<file path="config.mk">
export PLATFORM = sky130hd
export DESIGN_NAME = selection_of_avatar_param
export DESIGN_NICKNAME = d
export VERILOG_FILES = /design/src/rtl/selection_of_avatar_param.sv
export SDC_FILE = /design/constraint.sdc
export NUM_CORES = 1
export LEC_CHECK = 0
export BUFFER_PORTS_ARGS = -buffer_cell sky130_fd_sc_hd__buf_4
export CAP_MARGIN = 30
export CORE_UTILIZATION = 30
export DETAILED_ROUTE_END_ITERATION = 10
export GPL_ROUTABILITY_DRIVEN = 0
export SLEW_MARGIN = 40
export SYNTH_ARGS = -nofsm -noshare
export SYNTH_HDL_FRONTEND = slang
export SYNTH_SLANG_ARGS = --single-unit
</file>
<file path="constraint.sdc">
create_clock -name CLK -period 17.2 [get_ports CLK]
set_clock_uncertainty 0.05 [all_clocks]
set_input_delay 1.72 -clock CLK [delete_from_list [all_inputs] [get_ports CLK]]
set_output_delay 1.72 -clock CLK [all_outputs]
set_load 0.02 [all_outputs]
</file>
<file path="src/rtl/selection_of_avatar_param.sv">
// ---------------------------------------------------------------------------
// selection_of_avatar_param
//
// Purpose: a three-phase election engine. A phase timer walks the design
// through REG (registration), VOTE and RESULT. Voters are addressed by a
// flat id whose top BOX_W bits name their ballot box. During REG voters
// register. During VOTE registered voters cast one vote each. The first
// RESULT cycle publishes the winner, which then holds until RESET.
//
// Optional feature: define VOTE_REVOKE_EN to allow a voter to revoke a
// vote during VOTE (mode 10). Each voter's chosen candidate is then
// stored so the right tally can be decremented. Without the macro,
// mode 10 during VOTE does nothing and NotVoted stays 0.
//
// Handshake: an operation is taken when req=1 at a rising edge of CLK.
// It is evaluated against the phase that held before that edge. Its
// status flags are pulsed high for exactly one cycle after the edge.
// mode=11 is a no-op: it raises no flags and changes no state.
//
// Ports:
//   CLK, RESET                synchronous active-high reset
//   req, mode[1:0]            op valid; 00 register, 01 vote, 10 revoke, 11 nop
//   userID[BOX_W+IDX_W-1:0]   voter id (MSBs = ballot box)
//   candidate[CAND_W-1:0]     chosen candidate for a vote
//   ballotBoxId               box of the most recent accepted op
//   numberOfRegisteredVoters  registered voter count
//   numberOfVotesWinner       winning tally (valid with ResultValid)
//   WinnerId, Tie, ResultValid  election outcome
//   phase[1:0]                00 REG, 01 VOTE, 10 RESULT (FSM state)
//   AlreadyRegistered, AlreadyVoted, NotRegistered, VotingHasNotStarted,
//   RegistrationHasEnded, NotVoted, VotingHasEnded   one-cycle status pulses
// ---------------------------------------------------------------------------
`timescale 1ns/1ps
module selection_of_avatar_param #(
    parameter int BOX_W       = 2,
    parameter int IDX_W       = 4,
    parameter int CAND_W      = 2,
    parameter int REG_CYCLES  = 100,
    parameter int VOTE_CYCLES = 100
) (
    input  logic                     CLK,
    input  logic                     RESET,
    input  logic                     req,
    input  logic [1:0]               mode,
    input  logic [BOX_W+IDX_W-1:0]   userID,
    input  logic [CAND_W-1:0]        candidate,
    output logic [BOX_W-1:0]         ballotBoxId,
    output logic [BOX_W+IDX_W:0]     numberOfRegisteredVoters,
    output logic [BOX_W+IDX_W:0]     numberOfVotesWinner,
    output logic [CAND_W-1:0]        WinnerId,
    output logic                     Tie,
    output logic                     ResultValid,
    output logic [1:0]               phase,
    output logic                     AlreadyRegistered,
    output logic                     AlreadyVoted,
    output logic                     NotRegistered,
    output logic                     VotingHasNotStarted,
    output logic                     RegistrationHasEnded,
    output logic                     NotVoted,
    output logic                     VotingHasEnded
);

    localparam int ID_W    = BOX_W + IDX_W;
    localparam int CNT_W   = ID_W + 1;
    localparam int NV      = 1 << ID_W;
    localparam int NC      = 1 << CAND_W;
    localparam int TMR_MAX = (REG_CYCLES > VOTE_CYCLES) ? REG_CYCLES : VOTE_CYCLES;
    localparam int TMR_W   = (TMR_MAX > 1) ? $clog2(TMR_MAX) : 1;

    localparam logic [CNT_W-1:0] CNT_ONE = CNT_W'(1);
    localparam logic [TMR_W-1:0] TMR_ONE = TMR_W'(1);

    localparam logic [1:0] OP_REG    = 2'b00;
    localparam logic [1:0] OP_VOTE   = 2'b01;
    localparam logic [1:0] OP_REVOKE = 2'b10;
    localparam logic [1:0] OP_NOP    = 2'b11;

    // Bit positions of the status flags inside flags_d / flags_q
    localparam int F_AR   = 6;
    localparam int F_AV   = 5;
    localparam int F_NR   = 4;
    localparam int F_VHNS = 3;
    localparam int F_RHE  = 2;
    localparam int F_NV   = 1;
    localparam int F_VHE  = 0;

    typedef enum logic [1:0] {
        PH_REG    = 2'b00,
        PH_VOTE   = 2'b01,
        PH_RESULT = 2'b10
    } phase_t;

    phase_t           phase_q, phase_d;
    logic [TMR_W-1:0] timer_q, timer_d;

    logic [NV-1:0]    registered_q;
    logic [NV-1:0]    voted_q;
    logic [CNT_W-1:0] tally_q [NC];
    logic [CNT_W-1:0] tally_d [NC];
`ifdef VOTE_REVOKE_EN
    logic [CAND_W-1:0] choice_q [NV];
    logic              vote_clr;
`endif

    logic             accept;
    logic             is_reg;
    logic             is_voted;
    logic             reg_set;
    logic             vote_set;
    logic [6:0]       flags_d;
    logic [6:0]       flags_q;

    logic [CNT_W-1:0]  best_cnt;
    logic [CAND_W-1:0] best_id;
    logic              tie_d;

    // ---------------- phase FSM: next state ----------------
    // The timer restarts at each phase boundary and freezes in RESULT.
    // Freezing it there keeps the terminal phase from wrapping back.
    always_comb begin
        phase_d = phase_q;
        timer_d = timer_q + TMR_ONE;
        case (phase_q)
            PH_REG: begin
                if (timer_q == TMR_W'(REG_CYCLES - 1)) begin
                    phase_d = PH_VOTE;
                    timer_d = '0;
                end
            end
            PH_VOTE: begin
                if (timer_q == TMR_W'(VOTE_CYCLES - 1)) begin
                    phase_d = PH_RESULT;
                    timer_d = '0;
                end
            end
            default: timer_d = timer_q;
        endcase
    end

    // ---------------- operation decode ----------------
    always_comb begin
        accept   = req && (mode != OP_NOP);
        is_reg   = registered_q[userID];
        is_voted = voted_q[userID];
        reg_set  = 1'b0;
        vote_set = 1'b0;
        flags_d  = '0;
`ifdef VOTE_REVOKE_EN
        vote_clr = 1'b0;
`endif
        if (accept) begin
            case (phase_q)
                PH_REG: begin
                    if (mode == OP_REG) begin
                        if (is_reg) flags_d[F_AR] = 1'b1;
                        else        reg_set       = 1'b1;
                    end else begin
                        flags_d[F_VHNS] = 1'b1;
                    end
                end
                PH_VOTE: begin
                    case (mode)
                        OP_REG:  flags_d[F_RHE] = 1'b1;
                        OP_VOTE: begin
                            if (!is_reg)       flags_d[F_NR] = 1'b1;
                            else if (is_voted) flags_d[F_AV] = 1'b1;
                            else               vote_set      = 1'b1;
                        end
                        OP_REVOKE: begin
`ifdef VOTE_REVOKE_EN
                            if (!is_reg)        flags_d[F_NR] = 1'b1;
                            else if (!is_voted) flags_d[F_NV] = 1'b1;
                            else                vote_clr      = 1'b1;
`endif
                        end
                        default: ;
                    endcase
                end
                default: flags_d[F_VHE] = 1'b1;
            endcase
        end
    end

    // ---------------- tally update ----------------
    always_comb begin
        for (int i = 0; i < NC; i++) tally_d[i] = tally_q[i];
        if (vote_set) tally_d[candidate] = tally_q[candidate] + CNT_ONE;
`ifdef VOTE_REVOKE_EN
        // A voted voter's stored choice always has a non-zero tally.
        if (vote_clr) tally_d[choice_q[userID]] = tally_q[choice_q[userID]] - CNT_ONE;
`endif
    end

    // ---------------- winner search ----------------
    // This uses the post-update tallies, so a vote taken on the last VOTE
    // edge counts in the result latched on that same edge.
    always_comb begin
        best_cnt = tally_d[0];
        best_id  = '0;
        tie_d    = 1'b0;
        for (int i = 1; i < NC; i++) begin
            if (tally_d[i] > best_cnt) begin
                best_cnt = tally_d[i];
                best_id  = CAND_W'(i);
            end
        end
        for (int i = 0; i < NC; i++) begin
            if ((tally_d[i] == best_cnt) && (CAND_W'(i) != best_id)) tie_d = 1'b1;
        end
    end

    // ---------------- state and output registers ----------------
    always_ff @(posedge CLK) begin
        if (RESET) begin
            phase_q                  <= PH_REG;
            timer_q                  <= '0;
            registered_q             <= '0;
            voted_q                  <= '0;
            flags_q                  <= '0;
            ballotBoxId              <= '0;
            numberOfRegisteredVoters <= '0;
            numberOfVotesWinner      <= '0;
            WinnerId                 <= '0;
            Tie                      <= 1'b0;
            ResultValid              <= 1'b0;
            for (int i = 0; i < NC; i++) tally_q[i] <= '0;
`ifdef VOTE_REVOKE_EN
            for (int i = 0; i < NV; i++) choice_q[i] <= '0;
`endif
        end else begin
            phase_q <= phase_d;
            timer_q <= timer_d;
            flags_q <= flags_d;
            for (int i = 0; i < NC; i++) tally_q[i] <= tally_d[i];
            if (accept) ballotBoxId <= userID[ID_W-1 -: BOX_W];
            if (reg_set) begin
                registered_q[userID]     <= 1'b1;
                numberOfRegisteredVoters <= numberOfRegisteredVoters + CNT_ONE;
            end
            if (vote_set) begin
                voted_q[userID] <= 1'b1;
`ifdef VOTE_REVOKE_EN
                choice_q[userID] <= candidate;
`endif
            end
`ifdef VOTE_REVOKE_EN
            if (vote_clr) voted_q[userID] <= 1'b0;
`endif
            if ((phase_q != PH_RESULT) && (phase_d == PH_RESULT)) begin
                WinnerId            <= best_id;
                numberOfVotesWinner <= best_cnt;
                Tie                 <= tie_d;
                ResultValid         <= 1'b1;
            end
        end
    end

    assign phase                = phase_q;
    assign AlreadyRegistered    = flags_q[F_AR];
    assign AlreadyVoted         = flags_q[F_AV];
    assign NotRegistered        = flags_q[F_NR];
    assign VotingHasNotStarted  = flags_q[F_VHNS];
    assign RegistrationHasEnded = flags_q[F_RHE];
    assign NotVoted             = flags_q[F_NV];
    assign VotingHasEnded       = flags_q[F_VHE];

endmodule

</file>
[Word level (Yosys, flattened, before mapping)]
Memory sizes are Yosys's and may differ from the RTL's.
Index checks and enable logic that the tools add are counted.
Cells by class
  $add $sub $neg: 3
  $lt $le $gt $ge: 7
  equal/unequal tests: 13
  mux-type cells: 45
  bitwise logic cells: 13
  reduce and logical (&&, ||, !) cells: 18
Operators with widths (number)
  64-bit OR: 2
  7-bit 2-to-1 mux: 9
  28-bit bitwise mux: 1
  7-bit equality test: 4
  28-bit 2-to-1 mux: 1
  1-bit 2-to-1 mux: 25
  7-bit by 1-bit adder with 7-bit output (second input constant): 3
  7-bit greater-than comparator: 3
  7-bit demux with 2-bit select: 1
  1-bit binary-select mux with 6-bit select: 2
  1-bit logical AND: 8
  2-bit 2-to-1 mux: 4
  4-bit OR reduction: 2
  7-bit equality test (second input constant): 1
  6-bit by 7-bit < comparator with 1-bit output (second input constant): 1
  1-bit demux with 6-bit select: 1
  6-bit by 1-bit >= comparator with 1-bit output (second input constant): 1
  1-bit inverter: 6
  3-bit OR reduction: 2
  5-bit OR reduction: 1
  2-bit by 1-bit equality test with 1-bit output (second input constant): 2
  2-bit logical NOT: 2
  2-bit inequality test (first input constant): 2
  2-bit inequality test (second input constant): 2
  9 further kinds: 13
Word-level totals
  register bits after elaboration: 164
  bits in writable memories: 28
  input bits: 13
  output and inout port bits: 29
  logic and storage cells: 117
  memories kept: 1
Memory list
  tally_q: depth 4, width 7, rd ports 5, clocked after Yosys merged registers in 0, wr ports 4, line 98  | logic [CNT_W-1:0] tally_q [NC];

[Depth between registers and ports, before layout]
  depth after elaboration: 20
  depth in mapped cells: 50
  gate-level depth less buffers: 43

[Least setup slack after synthesis]
Ideal clock, no wire load.
  path type: input-to-reg
  from: input port userID[2]
  to: register Tie
  library setup time: 0.093 ns
  data arrival time: 9.810 ns
  data required time: 17.057 ns
  slack: 7.247 ns
  stages: 45
  buffers on the path: 5
  cell sequence: buf_6 > buf_2 > mux2i_1 > o2bb2ai_1 > a221o_1 > a22o_1 > nor4_4 > and3_1 > buf_2 > mux2i_1 > ha_1 > nor2b_1 > o21ai_0 > nand2b_1 > nand2_1 > o21a_1 > a31oi_1 > nand3b_1 > [9 not listed] > nor2_1 > nand2_1 > a21boi_1 > inv_1 > ha_1 > nor2b_1 > o21ai_0 > nand2b_1 > a221o_1 > and2_1 > clkbuf_1 > nand2_1 > a21oi_1 > a2111oi_0 > nand4_1 > a211oi_1 > o211ai_1 > o311ai_2
Between the ends
  longest elaborated chain between the ends: 20
  elaborated cells on any way between the ends: 35
  classes of those cells: 3 x order compare; 7 x eq/ne; 20 x mux; 5 x reduce/logical
Ends and longest elaborated chain
  start: declaration: line 45  | input logic [BOX_W+IDX_W-1:0] userID,
  1-bit binary-select mux with 6-bit select: line 144  | is_voted = voted_q[userID];
  1-bit 2-to-1 mux (not written as such): line 144
  1-bit 2-to-1 mux: line 166  | else if (is_voted) flags_d[F_AV] = 1'b1;
  1-bit 2-to-1 mux *: line 165  | if (!is_reg) flags_d[F_NR] = 1'b1;
  1-bit 2-to-1 mux *: line 162  | case (mode)
  1-bit 2-to-1 mux *: line 152  | case (phase_q)
  1-bit 2-to-1 mux *: line 151  | if (accept) begin
  28-bit 2-to-1 mux *: line 187  | if (vote_set) tally_d[candidate] = tally_q[candidate] + CNT_ONE;
  [2 not listed]
  7-bit greater-than comparator: line 202  | if (tally_d[i] > best_cnt) begin
  7-bit 2-to-1 mux: line 202
  7-bit greater-than comparator: line 202
  7-bit 2-to-1 mux or 2-bit 2-to-1 mux (tied branches): line 202
  7-bit equality test or 2-bit nonzero test (tied branches): line 208  | if ((tally_d[i] == best_cnt) && (CAND_W'(i) != best_id)) tie_d = 1'b1;
  1-bit logical AND: line 208
  1-bit 2-to-1 mux (3 in a row): line 208
  1-bit 2-to-1 mux *: line 208
  end signal: assignment: line 252  | Tie <= tie_d;
  end: declaration: line 51  | output logic Tie,
Mark *: on every way between the ends. The rest lies on a longest branch, timed or not. The select of a mux whose other input is x is not followed.
A chain may end at the register's enable or synchronous reset.

[Worst setup path after layout]
  from: input port userID[0]
  to: register Tie
Same word-level chain as after synthesis.

==> flow_summary.ini <==
[status]
status = completed

[cts]
clk_pin_slew_worst_paths_ps = 70
insertion_delay_ps = 450
cts_made_buffers = 17
postCtsHoldBufs = 0
cts_setup_buffers = 0
cts_buffer_depth = 2
cts.sinks = 191
cts_tree = built
root_buffer = clkbuf_16
htree_num_levels = 4
cts_resized = 0

[critical_path]
critPathArrivalTime_ps = 12690
r2r_start = voted_q[1]$_SDFFE_PP0N_
critPathLaunch = userID[0]
path_buf_inv = 4
startpoint_type = primary input
end_kind = register
critPathMaxFanout = 50
required_ps = 17500
crit_slowest_cell = nor4_4
critPathMaxStageDelay_ps = 730
critPathKind = primary input to register
critical_path.top_delay_family = compound AO/OA/AOI/OAI gates

[sta]
fin_crit_sh_pct = 72.0
setup_slack_ps = 4810
rsz0062_at_grt = no
setup-violations-final = 0
final.min_clock_period_ps = 12390
tns_ps = 0
slew_violations = 0
fmax_ghz = 0.0807
worst_pin_slew_ps = 798
hold_violations = 0
slew_headroom_pct = 45.3

[yosys]
synth.area.top_cells = dfxtp_1, nor2_1, mux2i_1, a31oi_1, a21oi_1
synthMuxAreaShare_pct = 9.78
synth_edf_count = 0
ys_warn_count = 0
synthArstFlopShare_pct = 0
ys_types = 77
yosysTopAreaCellShare_pct = 39.4
synth_area_leader_cell = dfxtp_1
synthFlopType = dfxtp_1
synth_compound_area_share_pct = 19.6
mappedNetlistNets = 1186
avgSynthCellArea_um2 = 8.45
synth_fa_ha_area_share_pct = 2.96
synth_simple_gate_area_share_pct = 18.8
synth-xor-area-share_pct = 4.69
ys_ff_latch = 191
netlist_instances = 1150
syn_area_um2 = 9710
ys_seq_area_share_pct = 39.4
synth_top_family_by_area = compound AO/OA/AOI/OAI gates

[drt]
drc = 0
wire_per_inst_um = 17.6
met2WireLength_um = 12100
drtPass1Iterations = 8
vias_per_cell = 5.50
antenna_left = 0
wl_met1_um = 13100
dr_total_vias = 8551
top_layer = met4
drt_iter0_markers = 971
routed_wl_um = 27400
dr_wl_met3_um = 1580

[finish]
drive_gt1_share_pct = 12.1
utilization_pct = 34.5
layout-area-overhead-vs-synth_pct = 12.7
instances_no_fill = 1556
finalNetCount = 1178
final_common_cell = nor2_1
layout_common_cells = nor2_1, dfxtp_1, a21oi_1, a31oi_1, mux2i_1
num_antenna_cells = 0
final_area_um2 = 10900
fillCellCount = 3331

[floorplan]
die_w_um = 182
rows = 65
io_pins = 42
die_h_um = 182
dieArea_um2 = 33100
core-area_um2 = 31700
start_util_pct = 30.6

[pwr]
ir_drop_mv = 0.0869
leakagePower_nw = 4.29
clockPowerShare_pct = 44.9
power_frac_seq_pct = 49.2
p_int_uw = 681
comb_power_share_pct = 6.0
swShare_pct = 24.7
p_sw_uw = 224
power.density_nw_per_um2 = 82.6

[worst_hold_path]
hold_class = register to register
hp-start = numberOfVotesWinner[4]$_SDFFE_PP0P_

[global_route]
grt_overflow_total = 0
grt_pass1_wl_um = 43900
track_usage_pct = 16.7
grt_max_degree = 99
antenna_found_initial = 0
grt_pass1_vias = 7968

[placement]
pre_cts_slack_ps = 4750
dp_hpwl_um = 18500
placed_area_um2 = 10400
numPortBuffers = 40
dp_cells = 1525

[run]
max-cap-violations = 0
## stage by stage
stage	power [mW]	hold slack (ps)
detailed placement	0.509	401
finish	0.905	406
floorplan	0.493	381
global placement	0.508	393
CTS	0.912	409
global route	0.936	440
## power groups by stage
stage / registers [mW] / logic [mW] / clock network (mW)
2_1_floorplan: 0.456 / 0.0369 / 0
3_3_place_gp: 0.455 / 0.0525 / 0
3_5_place_dp: 0.455 / 0.0533 / 0
4_1_cts: 0.445 / 0.0535 / 0.414
5_1_grt: 0.445 / 0.0579 / 0.433
6_report: 0.445 / 0.0539 / 0.406
## sequential cells by signal (all words and copies together), names as in the netlist
name,cells
Tie,1
flags_q,6
phase,2
numberOfVotesWinner,7
registered_q,64
timer_q,7
ResultValid,1
ballotBoxId,2
numberOfRegisteredVoters,7
tally_q,28
WinnerId,2
voted_q,64
## Yosys cell counts, types with 9 or more instances
library cell and count:
a21oi_1 80, a221oi_1 14, a22oi_1 23, a31oi_1 72, buf_2 12, clkbuf_1 65
dfxtp_1 191, ha_1 23, inv_1 25, mux2i_1 60, nand2_1 54, nand3_1 25
nand4_1 9, nor2_1 225, nor2b_1 17, nor3_1 21, o21ai_0 23, xnor2_1 35
xor2_1 17
## worst paths after layout
check | end | slack [ps] | cells past startpoint
max | Tie$_SDFFE_PP0P_ | 4810 | 42
min | numberOfVotesWinner[4]$_SDFFE_PP0P_ | 410 | 2
max reg2reg | Tie$_SDFFE_PP0P_ | 6570 | 41
min reg2reg | numberOfVotesWinner[4]$_SDFFE_PP0P_ | 410 | 2
## cell type report
| type | instances | area (um^2) | area share (%) |
|---|---|---|---|
| well taps | 402 | 503 | 4.59 |
| clock inverters | 12 | 154 | 1.41 |
| multi-input cells | 845 | 5480 | 50.1 |
| clock buffers | 19 | 443 | 4.05 |
| inverters | 31 | 116 | 1.06 |
| flip-flops and latches | 191 | 3820 | 34.9 |
| repair buffers | 56 | 428 | 3.91 |
## worst register-to-register path: cells and delay by family (launching register included)
kind | cells | cell delay (ps)
AOI/OAI and AO/OA | 17 | 4020
adders and majority gates | 3 | 830
buffers and inverters | 3 | 400
DFF | 1 | 320
muxes | 3 | 1370
and+or+nand+nor | 15 | 3570
## cell families (layout without fill, tap and decap cells)
family                   count (synthesis)  in the layout
AND/OR/NAND/NOR                        400            400
other                                    1              1
adder cells (fa/ha/maj)                 23             23
XOR/XNOR                                52             52
AO/OA/AOI/OAI                          287            287
flip-flops                             191            191
multiplexers                            82             82
buffers and inverters                  114            118
## layer usage
layer,GRT usage (%),up-vias
li1,-,4110
met1,23.4,4101
met2,25.6,284
met3,3.27,56
met4,5.18,0
met5,0,-
No activity file was read; power rests on OpenSTA's default activity.
